--- config.mk ---
export PLATFORM = sky130hd
export DESIGN_NAME = instr_encoder
export DESIGN_NICKNAME = d
export VERILOG_FILES = /design/src/rtl/instr_encoder.sv
export SDC_FILE = /design/constraint.sdc
export NUM_CORES = 1
export LEC_CHECK = 0
export CAP_MARGIN = 5
export CORE_ASPECT_RATIO = 0.8
export CORE_MARGIN = 2
export CORE_UTILIZATION = 40
export DETAILED_ROUTE_END_ITERATION = 8
export HOLD_SLACK_MARGIN = 0.02
export PLACE_DENSITY = 0.75
export SKIP_CTS_REPAIR_TIMING = 1
export SLEW_MARGIN = 20
export SYNTH_ARGS = -nofsm -noshare
export SYNTH_HDL_FRONTEND = slang
export SYNTH_SLANG_ARGS = --single-unit
--- constraint.sdc ---
create_clock -name clk -period 1.4 [get_ports clk]
set_input_delay 0.21 -clock clk [delete_from_list [all_inputs] [get_ports clk]]
set_output_delay 0.21 -clock clk [all_outputs]
set_load 0.03 [all_outputs]
--- src/rtl/instr_encoder.sv ---
// Instruction-word encoder: packs symbolic requests into 32-bit words and streams them to imem.
// Optional MOVE pseudo-op expansion is enabled by defining INSTR_ENCODER_MOVE_EN.
module instr_encoder #(
    parameter int ADDR_W = 8
) (
    input  logic              clk,
    input  logic              rst_n,
    input  logic              start_valid,
    input  logic [ADDR_W-1:0] start_addr,
    input  logic              req_valid,
    output logic              req_ready,
    input  logic [3:0]        req_op,
    input  logic [4:0]        req_rs,
    input  logic [4:0]        req_rt,
    input  logic [4:0]        req_rd,
    input  logic [25:0]       req_imm,
    output logic              imem_we,
    output logic [ADDR_W-1:0] imem_addr,
    output logic [31:0]       imem_wdata,
    output logic [ADDR_W:0]   words_written,
    output logic              full,
    output logic              err_illegal,
    output logic              err_overflow
);

    localparam logic [ADDR_W:0] CAP = {1'b1, {ADDR_W{1'b0}}};

    logic [ADDR_W-1:0] ptr;
    logic [ADDR_W:0]   ww_inc;
    logic              in_move2, accept, legal, emit, set_ill, set_ovf;
    logic [31:0]       word, wdata;

    assign ww_inc    = words_written + 1'b1;
    assign req_ready = ~in_move2 & ~full & ~start_valid;
    assign accept    = req_valid & req_ready;

    // Single-word encodings; MOVE here produces its first word (NOR rd,rs,rs)
    always_comb begin
        word  = 32'h0;
        legal = 1'b1;
        case (req_op)
            4'd0:    word = {6'b100000, req_rs, req_rt, req_rd, 11'd0};
            4'd1:    word = {6'b100011, req_rs, req_rt, req_imm[15:0]};
            4'd2:    word = {6'b101011, req_rs, req_rt, req_imm[15:0]};
            4'd3:    word = {6'b001000, req_rs, 21'd0};
            4'd4:    word = {6'b000011, req_imm};
            4'd5:    word = {6'b100110, req_rs, req_rt, req_rd, 11'd0};
            4'd6:    word = {6'b001110, req_rs, req_rt, req_imm[15:0]};
            4'd7:    word = {6'b000100, 5'd0, req_rs, req_rd, 11'd0};
            4'd8:    word = {6'b010000, req_rs, req_rt, req_imm[15:0]};
            4'd9:    word = {6'b000000, req_rs, req_rt, req_rd, 11'd0};
            4'd10:   word = {6'b000010, req_rs, req_rt, req_rd, 11'd0};
`ifdef INSTR_ENCODER_MOVE_EN
            4'd11:   word = {6'b100110, req_rs, req_rs, req_rd, 11'd0};
`endif
            default: legal = 1'b0;
        endcase
    end

`ifdef INSTR_ENCODER_MOVE_EN
    typedef enum logic [0:0] {IDLE = 1'b0, MOVE2 = 1'b1} state_t;
    state_t     state, state_nx;
    logic [4:0] move_rd;
    logic       is_move, one_free;

    assign in_move2 = (state == MOVE2);
    assign is_move  = (req_op == 4'd11);
    assign one_free = (words_written == {1'b0, {ADDR_W{1'b1}}});

    always_ff @(posedge clk or negedge rst_n) begin
        if (!rst_n) begin
            state   <= IDLE;
            move_rd <= 5'd0;
        end else begin
            state <= state_nx;
            if (accept && is_move) move_rd <= req_rd;
        end
    end

    always_comb begin
        state_nx = state;
        emit     = 1'b0;
        wdata    = word;
        set_ill  = 1'b0;
        set_ovf  = 1'b0;
        if (start_valid) begin
            state_nx = IDLE;
        end else if (state == MOVE2) begin
            emit     = 1'b1;
            wdata    = {6'b100110, move_rd, move_rd, move_rd, 11'd0};
            state_nx = IDLE;
        end else if (accept) begin
            if (!legal) set_ill = 1'b1;
            else if (is_move && one_free) set_ovf = 1'b1;
            else begin
                emit = 1'b1;
                if (is_move) state_nx = MOVE2;
            end
        end
    end
`else
    assign in_move2 = 1'b0;

    always_comb begin
        emit    = 1'b0;
        wdata   = word;
        set_ill = 1'b0;
        set_ovf = 1'b0;
        if (accept) begin
            if (legal) emit = 1'b1;
            else set_ill = 1'b1;
        end
    end
`endif

    // start_valid only retargets the pointer; a word already registered still goes out
    always_ff @(posedge clk or negedge rst_n) begin
        if (!rst_n) begin
            ptr           <= '0;
            imem_we       <= 1'b0;
            imem_addr     <= '0;
            imem_wdata    <= 32'h0;
            words_written <= '0;
            full          <= 1'b0;
            err_illegal   <= 1'b0;
            err_overflow  <= 1'b0;
        end else begin
            imem_we <= emit;
            if (emit) begin
                imem_addr  <= ptr;
                imem_wdata <= wdata;
            end
            if (start_valid) begin
                ptr           <= start_addr;
                words_written <= '0;
                full          <= 1'b0;
                err_illegal   <= 1'b0;
                err_overflow  <= 1'b0;
            end else begin
                if (emit) begin
                    ptr           <= ptr + 1'b1;
                    words_written <= ww_inc;
                    full          <= (ww_inc == CAP);
                end
                if (set_ill) err_illegal  <= 1'b1;
                if (set_ovf) err_overflow <= 1'b1;
            end
        end
    end

endmodule

Word level (Yosys, flattened, before mapping)
Index checks and enable logic that the tools add are counted.
{"block": "word_totals", "ff_bits": 60, "input_bits": 57, "word_cells": 42}
{"block": "op_classes", "addsub": 2, "eq_ne": 11, "muxes": 14, "bitwise_logic": 4, "reduce_logical": 4}
{"op": "$pmux W32 S11", "count": 1}
{"op": "$mux W9", "count": 2}
{"op": "$eq A4 B3 Y1 const B", "count": 4}
{"op": "$mux W8", "count": 2}
{"op": "$eq A4 B4 Y1 const B", "count": 3}
{"op": "$reduce_or A11 Y1", "count": 1}
{"op": "$add A9 B1 Y9 const B", "count": 1}
{"op": "$eq A9 B9 Y1 const B", "count": 1}
{"op": "$mux W1", "count": 9}
{"op": "$add A8 B1 Y8 const B", "count": 1}
{"op": "$eq A4 B2 Y1 const B", "count": 2}
{"op": "$eq A4 B1 Y1 const B", "count": 1}
{"op": "$logic_not A4 Y1", "count": 1}
{"op": "$reduce_bool A2 Y1", "count": 2}
{"op": "$and A1 B1 Y1", "count": 2}
{"op": "$not A1 Y1", "count": 2}

Longest topological paths before layout
{"block": "depth", "word_depth": 7, "ltp_mapped": 7}

Worst setup path after synthesis
Ideal clock, no wire load.
{"block": "synth_timing", "path_kind": "reg2reg", "start": "register words_written[3]", "end": "register words_written[8]", "arrival_ns": 1.696, "slack_ns": -0.374, "path_stages_with_launch": 5, "n_path_buf": 0, "synth_period_minus_slack_ns": 1.774, "path_cell_list": "dfrtp_1 -> nand2_1 -> or3_1 -> or4_1 -> a21oi_1"}
{"block": "synth_between", "elab_chain_len": 3}
{"item": "from (decl)", "line": "20", "text": "output logic [ADDR_W:0] words_written,"}
{"item": "from (signal assigned)", "line": "142", "text": "words_written <= ww_inc;"}
{"item": "$add A9 B1 Y9", "line": "33", "text": "assign ww_inc = words_written + 1'b1;"}
{"item": "$mux W9", "line": "140", "text": "if (emit) begin"}
{"item": "$mux W9", "line": "133", "text": "if (start_valid) begin"}
Every way passes these cells. The select of a mux whose other input is x is not followed.
A chain may end at the register's enable or synchronous reset.

Worst setup path after layout
{"block": "layout_timing", "start": "register full", "end": "register ptr[7]"}
{"block": "layout_between", "elab_chain_len": 5}
{"item": "from (decl)", "line": "21", "text": "output logic full,"}
{"item": "from (signal assigned)", "line": "143", "text": "full <= (ww_inc == CAP);"}
{"item": "$not A1 Y1", "line": "34", "text": "assign req_ready = ~in_move2 & ~full & ~start_valid;"}
{"item": "$and A1 B1 Y1", "line": "34"}
{"item": "$and A1 B1 Y1", "line": "35", "text": "assign accept = req_valid & req_ready;"}
{"item": "$mux W1", "line": "109", "text": "if (accept) begin"}
{"item": "$reduce_bool A2 Y1 (no line)"}
{"item": "to (signal assigned)", "line": "134", "text": "ptr <= start_addr;"}
{"item": "to (signal assigned)", "line": "141", "text": "ptr <= ptr + 1'b1;"}
{"item": "to (decl)", "line": "28", "text": "logic [ADDR_W-1:0] ptr;"}
Every way passes these cells.

==> impl_metrics.yaml <==
worst_setup_path:
  crit_path_max_incr_delay_ns: 0.43
  cp-endpoint: "ptr[7]"
  reg2reg_slack_ns: -0.17
  crit_path_end_kind: "flip-flop"
  r2r_start: "full"
  r2r-end: "ptr[7]"
  crit_fanout: 4
  path_delay_family: "simple AND/OR/NAND/NOR gates"
  cp_slowest_cell: "dfrtp_2"
  crit_type: "reg -> reg"
  worstSetupStartpointType: "flip-flop"
  cp.required_ns: 1.66
  crit_chain: "buf_6 -> nand2b_4 -> a2111oi_4 -> or3b_1 -> a31oi_1"
  path_buf_inv: 1
  crit_path_start: "full"
  worst-path-stages: 5
  rr_worst_depth: 5
  arrival_ns: 1.83
global_routing:
  overflow: 0
  grt_max_degree: 37
  grt_first_pass_wirelength_um: 14430
  antenna_found_initial: 0
  grtUsageTotal_pct: 22.41
  grt_pass1_vias: 2964
detailed_routing:
  antenna_left: 0
  drt_first_pass_iters: 4
  wl_per_cell_um: 18.40
  wl_um: 10490
  drt_iter0_markers: 131
  drc: 0
  vias_per_cell: 5.512
  vias: 3142
flow_run:
  cap_violations: 0
cells_and_area:
  synthToLayoutAreaGrowth_pct: 83.67
  stdcell_area_um2: 5543
  fin_nets: 534
  final_cells: 570
  utilization_pct: 75.34
  n_antenna_cell: 0
  drive_above_1_share_pct: 37.08
synthesis:
  synth_area_leaders: "dfrtp_1 50%, nand2_1 5.1%, a2111oi_4 3.6%"
  ys_warn_count: 0
  syn-cell-area_um2: 3018
  synth_cell_type_count: 55
  ys.flop_type: "dfrtp_1"
  async_flop_share_pct: 100.0
  yosysTopAreaCellShare_pct: 49.75
  syn-mean-instance-area_um2: 10.23
  synth_fp_nets: 354
  synth_top_area_cell: "dfrtp_1"
  synth_top_cells_by_count: "60 x dfrtp_1, 41 x nand2_1, 29 x nor2_1, 12 x a22o_1"
  synth.most_common_cell: "dfrtp_1"
  yosysSeqAreaShare_pct: 49.75
  synth-seq-cells: 60
  synth_edf_count: 0
  synth_cells: 295
clock_tree:
  clock_path_buffers: 2
  cts_max_level: 3
  cts_tree: "yes"
  cts-root-buf: "clkbuf_8"
  cts_made_buffers: 9
  clk_latency_ns: 0.34
  clock-sinks: 60
  clk_pin_slew_ns: 0.06
floorplanning:
  die_w_um: 101.1
  die_y_um: 81.69
  core_um2: 7357
  io_pins: 111
  start_util_pct: 41.02
  dieArea_um2: 8260
  rows: 28
timing:
  setup_slack_ns: -0.1726
  fmax_mhz: 635.9
  period_share_pct: 112.3
  grt_setup_unrepaired: "true"
  min_period_ns: 1.573
  slew_viol_final: 0
  setup_viol: 41
  skew_ns: 0.01062
  max_slew_margin_pct: 58.65
  worstMarginPinSlew_ns: 0.6168
  finalHoldViolCount: 0
status:
  violations: "negative setup slack"
  outcome: "finished with violations"
placement:
  place_congestion: 0.9098
  dp.cells: 537
  numPortBuffers: 109
  dpl_cell_area_um2: 4668
  hpwl_um: 6655
min_path:
  worst_hold_path_type: "in -> reg"
pwr:
  ir_drop_mv: 0.6623
  power_density_nw_per_um2: 1004
  power.leakage_uw: 0.003006
==> per-stage QoR <==
step	hold WS, ns	total power (uW)	setup slack, ns	TNS [ns]
floorplan	-0.08559	2966	-0.1807	-2.902
global placement	0.2166	3803	-0.5552	-26.94
detailed placement	0.2125	3844	-0.6182	-29.48
CTS	-0.1511	5360	-0.3651	-19.94
global route	0.3986	5806	-0.2399	-5.821
finish	0.3644	5564	-0.1726	-2.611
==> power by group <==
part	internal (uW)	switching [uW]
Clock	814	713
Sequential	1970	163
Combinational	897	1010
Total	3680	1890
==> layout make-up <==
type / count / area [um2]
repair buffers: 190 / 1982
fillers: 471 / 1814
multi-input cells: 206 / 1719
flip-flops and latches: 60 / 1513
clock buffers: 11 / 131.4
well taps: 90 / 112.6
clock inverters: 5 / 52.55
inverters: 8 / 32.53
==> sequential cells by signal (all words and copies together) (netlist names) <==
signal / count
ptr: 8
imem_addr: 8
err_illegal: 1
imem_we: 1
words_written: 9
full: 1
imem_wdata: 32
==> worst min path at each step <==
stage	from	end	slack, ns	cells after the start
CTS	rst_n	imem_wdata[19]	-0.15	2
floorplan	rst_n	err_illegal	-0.09	0
global route	start_valid	ptr[7]	0.40	4
detailed placement	rst_n	imem_wdata[5]	0.21	2
global placement	rst_n	imem_wdata[5]	0.22	2
finish	start_valid	ptr[7]	0.36	4
==> tightest hold or removal path: cells and delay by family <==
| family | cells | cell delay [ns] |
|---|---|---|
| buffers and inverters | 3 | 0.37 |
| AO/OA/AOI/OAI | 1 | 0.08 |
==> placed cells by master (no fill, tap or decap), types with 3 or more instances in the layout <==
master,instances
buf_4,60
dlymetal6s2s_1,53
dfrtp_1,51
clkdlybuf4s50_1,49
nor2_1,27
nand2_1,24
a22o_1,12
xnor2_1,10
a221oi_2,10
buf_6,10
nand2_2,9
clkbuf_8,9
dfrtp_2,9
nand2_4,8
inv_1,6
buf_12,6
o211ai_1,5
a2111oi_4,5
o21ai_1,5
o21ai_0,5
a22oi_1,5
o2bb2ai_1,5
mux2_4,5
a21oi_2,4
a21oi_1,4
clkbuf_2,4
xor2_1,3
nand4_1,3
a211oi_2,3
clkinv_2,3
clkbuf_16,3
==> routing by layer <==
layer  vias to the layer above  wire length, um  global-route usage [%]  part of all wire [%]
li1                       1449                -                       -                     -
met1                      1530             4456                   29.20                    42
met2                       146             5115                   37.75                    49
met3                        17              740                   5.787                   7.1
met4                         0              173                   5.270                   1.6
met5                         -                0                       0                     0
==> cells by family (layout without fill, tap and decap cells) <==
family / after synthesis / count (layout) / synth area share, %
fa+ha+maj: 2 / 2 / 0.8291
other cells: 1 / 1 / 0.1243
buf+inv: 29 / 214 / 4.519
compound gates: 88 / 88 / 24.67
flops: 60 / 60 / 49.75
simple gates: 96 / 96 / 14.14
mux: 6 / 6 / 2.197
xor+xnor: 13 / 13 / 3.773
Power figures use the tool's default switching activity.
